File: src/rtl/uart_tx_arb.sv
// uart_tx_arb: four-source round-robin arbiter feeding one UART transmitter.
// Each grant optionally sends a channel header byte, then streams up to
// BURST_MAX bytes from the granted source FIFO before re-arbitrating.
module uart_tx_arb #(
  parameter int unsigned BURST_MAX = 8,
  parameter int unsigned HDR_EN    = 1
) (
  input  logic        pll_clk,
  input  logic        reset_n,
  input  logic [3:0]  src_empty,
  input  logic [31:0] src_data,
  output logic [3:0]  src_rd,
  output logic        arb_empty,
  output logic [7:0]  arb_data,
  input  logic        uart_par_rd,
  output logic        grant_vld,
  output logic [1:0]  grant_id
);

  typedef enum logic [1:0] {
    IDLE = 2'd0,
    HDR  = 2'd1,
    DATA = 2'd2
  } state_t;

  state_t     state;
  logic [1:0] last_grant;
  logic [3:0] byte_cnt;

  logic [1:0] rr_cand;
  logic [1:0] rr_pick;
  logic       rr_hit;
  logic [7:0] sel_data;
  logic       sel_empty;
  logic       burst_last;

  // Round-robin search: first non-empty source after last_grant (wraps to itself last)
  always_comb begin
    rr_cand = '0;
    rr_pick = '0;
    rr_hit  = 1'b0;
    for (int unsigned k = 1; k <= 4; k++) begin
      rr_cand = last_grant + k[1:0];
      if (!rr_hit && !src_empty[rr_cand]) begin
        rr_pick = rr_cand;
        rr_hit  = 1'b1;
      end
    end
  end

  // Head byte / empty flag of the currently granted source
  always_comb begin
    sel_data   = src_data[{grant_id, 3'b000} +: 8];
    sel_empty  = src_empty[grant_id];
    burst_last = (({1'b0, byte_cnt} + 5'd1) == 5'(BURST_MAX));
  end

  // UART-side outputs and pop steering, decoded from the registered state/grant
  always_comb begin
    arb_empty = 1'b1;
    arb_data  = '0;
    src_rd    = '0;
    unique case (state)
      HDR: begin
        arb_empty = 1'b0;
        arb_data  = {4'hA, 2'b00, grant_id};
      end
      DATA: begin
        arb_empty        = sel_empty;
        arb_data         = sel_data;
        src_rd[grant_id] = uart_par_rd;
      end
      default: ;
    endcase
  end

  assign grant_vld = (state != IDLE);

  // Arbitration FSM: grant, header, data burst, release
  always_ff @(posedge pll_clk or negedge reset_n) begin
    if (!reset_n) begin
      state      <= IDLE;
      last_grant <= 2'd3;
      byte_cnt   <= '0;
      grant_id   <= '0;
    end else begin
      unique case (state)
        IDLE: begin
          if (rr_hit) begin
            grant_id <= rr_pick;
            byte_cnt <= '0;
            state    <= (HDR_EN != 0) ? HDR : DATA;
          end
        end
        HDR: begin
          if (uart_par_rd) begin
            byte_cnt <= '0;
            state    <= DATA;
          end
        end
        DATA: begin
          if (uart_par_rd) begin
            byte_cnt <= byte_cnt + 4'd1;
            if (burst_last) begin
              state      <= IDLE;
              last_grant <= grant_id;
            end
          end else if (sel_empty) begin
            state      <= IDLE;
            last_grant <= grant_id;
          end
        end
        default: state <= IDLE;
      endcase
    end
  end

endmodule

File: config.mk
export PLATFORM = sky130hd
export DESIGN_NAME = uart_tx_arb
export DESIGN_NICKNAME = d
export VERILOG_FILES = /design/src/rtl/uart_tx_arb.sv
export SDC_FILE = /design/constraint.sdc
export NUM_CORES = 1
export LEC_CHECK = 0
export BUFFER_PORTS_ARGS = -buffer_cell sky130_fd_sc_hd__buf_2
export CAP_MARGIN = 5
export CORE_MARGIN = 2
export CORE_UTILIZATION = 40
export CTS_BUF_LIST = sky130_fd_sc_hd__clkbuf_2 sky130_fd_sc_hd__clkbuf_4 sky130_fd_sc_hd__clkbuf_8
export DETAILED_ROUTE_END_ITERATION = 10
export PLACE_DENSITY = 0.83
export SLEW_MARGIN = 20
export SYNTH_ARGS = -nofsm -noshare
export SYNTH_HDL_FRONTEND = slang
export SYNTH_SLANG_ARGS = --single-unit
File: constraint.sdc
create_clock -name pll_clk -period 3.1 [get_ports pll_clk]
set_clock_uncertainty 0.05 [all_clocks]
set_input_delay 0.155 -clock pll_clk [delete_from_list [all_inputs] [get_ports pll_clk]]
set_output_delay 0.155 -clock pll_clk [all_outputs]
set_load 0.03 [all_outputs]
==> out/results.md <==
Synthesis
* 103 — Gate Count Post-Synth
* 10 — synthesis-stage register bit count
* 1010 µm² — cell area after technology mapping
* 0 — warnings from Yosys
* sky130_fd_sc_hd__dfrtp_1 20%, sky130_fd_sc_hd__mux4_2 16%, sky130_fd_sc_hd__ha_1 6.2% — top cells by area in the synthesized netlist
* 0.199 — area share of the largest cell type after synthesis
* 0.251 — Seq/Total Area, Yosys
* 40 — number of unique standard cell types used by synthesis
* 9.77 µm² — Syn Area/Cell
* sky130_fd_sc_hd__dfrtp_1 — cell taking the most area after synthesis
* 147 — post-synth net total

Routing
* 0 — post-route ant nets
* 1053 — total number of vias
* 26 — detailed router's first-iteration violation count
* 0 — detailed-route DRC error count
* 5.63 — detailed-route vias per instance
* 14.3 µm — average wire per standard cell
* 2.67 mm — drt total wl
* 4 — DRT Pass-1 Iters

Critical path
* flop — kind of start point of the critical path
* flop to primary output — Setup CP Type
* primary output — sort of element at the end of the critical path
* 2.89 ns — required time worst endpoint
* 2.11 ns — endpoint arrival time on the critical path
* 16 — maximum fanout count along the critical path

Placement
* 182 — cell count after placement
* 54 — Port Buffer Count
* 0.918 ns — pre-CTS setup slack
* 0.919 — global placer's final weighted congestion
* 1290 µm² — Cell Area, Placed
* 2.17 mm — half-perimeter wire length after detailed placement

CTS
* done — clock tree from TritonCTS
* 1 — quantity of hold-fixing buffers added after cts
* 0.27 ns — clock latency at the later pin of the worst-skew pair
* 1 — Max H-tree Level
* 3 — CTS Buf Count
* 10 — CTS sink cnt
* 0.07 ns — clk slew on worst S/H paths
* 0 — total setup buffers inserted after CTS
* 2 — CTS max path bufs
* 0 — number of gates resized after cts
* sky130_fd_sc_hd__clkbuf_4 — CTS root buf

Timing
* 2.32 ns — final worst path period need
* 0 ns — post-route setup TNS
* 0 — number of max-slew violations in the final report
* 0.662 ns — Worst Tran Pin Value
* 431 MHz — Max Fclk
* 0 — Setup violations, final
* 0.559 — relative slew slack
* 0.781 ns — least setup slack across all paths after layout
* 0 — Final Hold Vio Count
* no — RSZ-0062 raised after global routing
* 0.748 — final worst-path cycle share
* 0.186 ns — worst hold slack

Status
* finished clean — status

Final layout
* 187 — post-route non-filler standard cell count
* 253 µm² — register area
* 32.5% — Syn-to-layout area delta
* 209 — count of filler cells inserted in the layout
* sky130_fd_sc_hd__buf_2 — leading cell type in the layout, fill and taps excluded
* 699 µm² — total area of multi-input combinational cells
* 0.465 — share of final-layout standard cells stronger than drive strength 1
* 202 — number of nets in the final layout
* 1330 µm² — Layout Cell Area excl Fill
* 54 x sky130_fd_sc_hd__buf_2, 11 x sky130_fd_sc_hd__nand2_1, 8 x sky130_fd_sc_hd__dfrtp_1 — most frequent cells in the layout
* 0 — Antenna Cells
* 0.548 — Layout Utilization

Power
* 1.18 mW — total power
* 0.678 nW — leakage power summed over all cells
* 0.667 mV — peak supply drop
* 888 nW/µm² — power density normalized to cell area

Global route
* 0 — initial antenna violation count
* 3.73 mm — wire length of the first global-routing pass
* 929 — vias in the first global route
* 21 — maximum number of pins on one net before global-route repair
* 0.174 — GRT Total Usage
* 0 — global-route congestion overflow total

Floorplan
* 0.414 — starting utilization of the core area
* 54.2 µm — die width
* 18 — floorplan row count
* 2930 µm² — die area
* 2430 µm² — placeable core region
* 55 — I/O pin count
* 54.2 µm — Chip Height

Hold path
* input port to flop — worst min path class

Job
* 0 — number of maximum-capacitance constraint violations

## cell usage after synthesis, drive strengths merged
| library cell | count |
|---|---|
| a211o | 1 |
| a21o | 1 |
| a21oi | 4 |
| a221o | 1 |
| a22o | 1 |
| a22oi | 2 |
| a31oi | 1 |
| and3 | 5 |
| and3b | 1 |
| buf | 2 |
| clkbuf | 3 |
| dfrtp | 8 |
| dfstp | 2 |
| ha | 5 |
| inv | 7 |
| mux2 | 3 |
| mux2i | 1 |
| mux4 | 9 |
| nand2 | 11 |
| nand2b | 1 |
| nand3 | 4 |
| nand3b | 1 |
| nand4 | 1 |
| nor2 | 3 |
| nor2b | 6 |
| nor3 | 5 |
| o21ai | 6 |
| o21bai | 1 |
| o221ai | 2 |
| o22a | 1 |
| o22ai | 1 |
| o31ai | 1 |
| or2 | 1 |
| or4b | 1 |
## cell type report
type | instances | area share
Multi-Input combinational cell | 81 | 0.525
Timing Repair Buffer | 55 | 0.210
Sequential cell | 10 | 0.190
Tap cell | 30 | 0.0282
Clock buffer | 4 | 0.0272
Inverter | 7 | 0.0197
## final timing paths
path	startpoint	slack [ns]	end	depth (start not counted)
min in group asynchronous	reset_n	0.22	byte_cnt[2]	2
min	src_empty[2]	0.19	grant_id[0]	3
max	grant_id[0]	0.78	arb_data[0]	4
max in group asynchronous	reset_n	2.52	last_grant[1]	2
max reg2reg	state[0]	0.90	byte_cnt[3]	6
min reg2reg	byte_cnt[1]	0.48	byte_cnt[1]	2
## metal layers
metal	GRT usage	share of wire
met1	0.184	0.38
met2	0.337	0.52
met3	0.0111	0.074
met4	0.0875	0.019
met5	0	0
## critical path: stages, from the launching register on
cell                      delay (ns)
sky130_fd_sc_hd__dfrtp_1        0.77
sky130_fd_sc_hd__mux4_1         0.64
sky130_fd_sc_hd__a22oi_1        0.18
sky130_fd_sc_hd__nor2b_1        0.07
sky130_fd_sc_hd__buf_2          0.18
## kinds of logic after synthesis
family          Yosys count  synth area share
mux                      13             0.252
flops                    10             0.251
fa+ha+maj                 5            0.0622
compound gates           23             0.163
buf+inv                  12            0.0535
simple gates             40             0.218
## where the power goes
group | leakage (nW) | total [mW] | internal [mW] | switching (mW)
clock network | 0.0210 | 0.122 | 0.0714 | 0.0505
registers | 0.126 | 0.292 | 0.187 | 0.105
logic | 0.531 | 0.769 | 0.334 | 0.435
total | 0.678 | 1.18 | 0.592 | 0.591
## state kept, by name, summed over array words and instances (netlist names)
name	count
byte_cnt	4
state	2
grant_id	2
last_grant	2
Power figures use the tool's default switching activity.
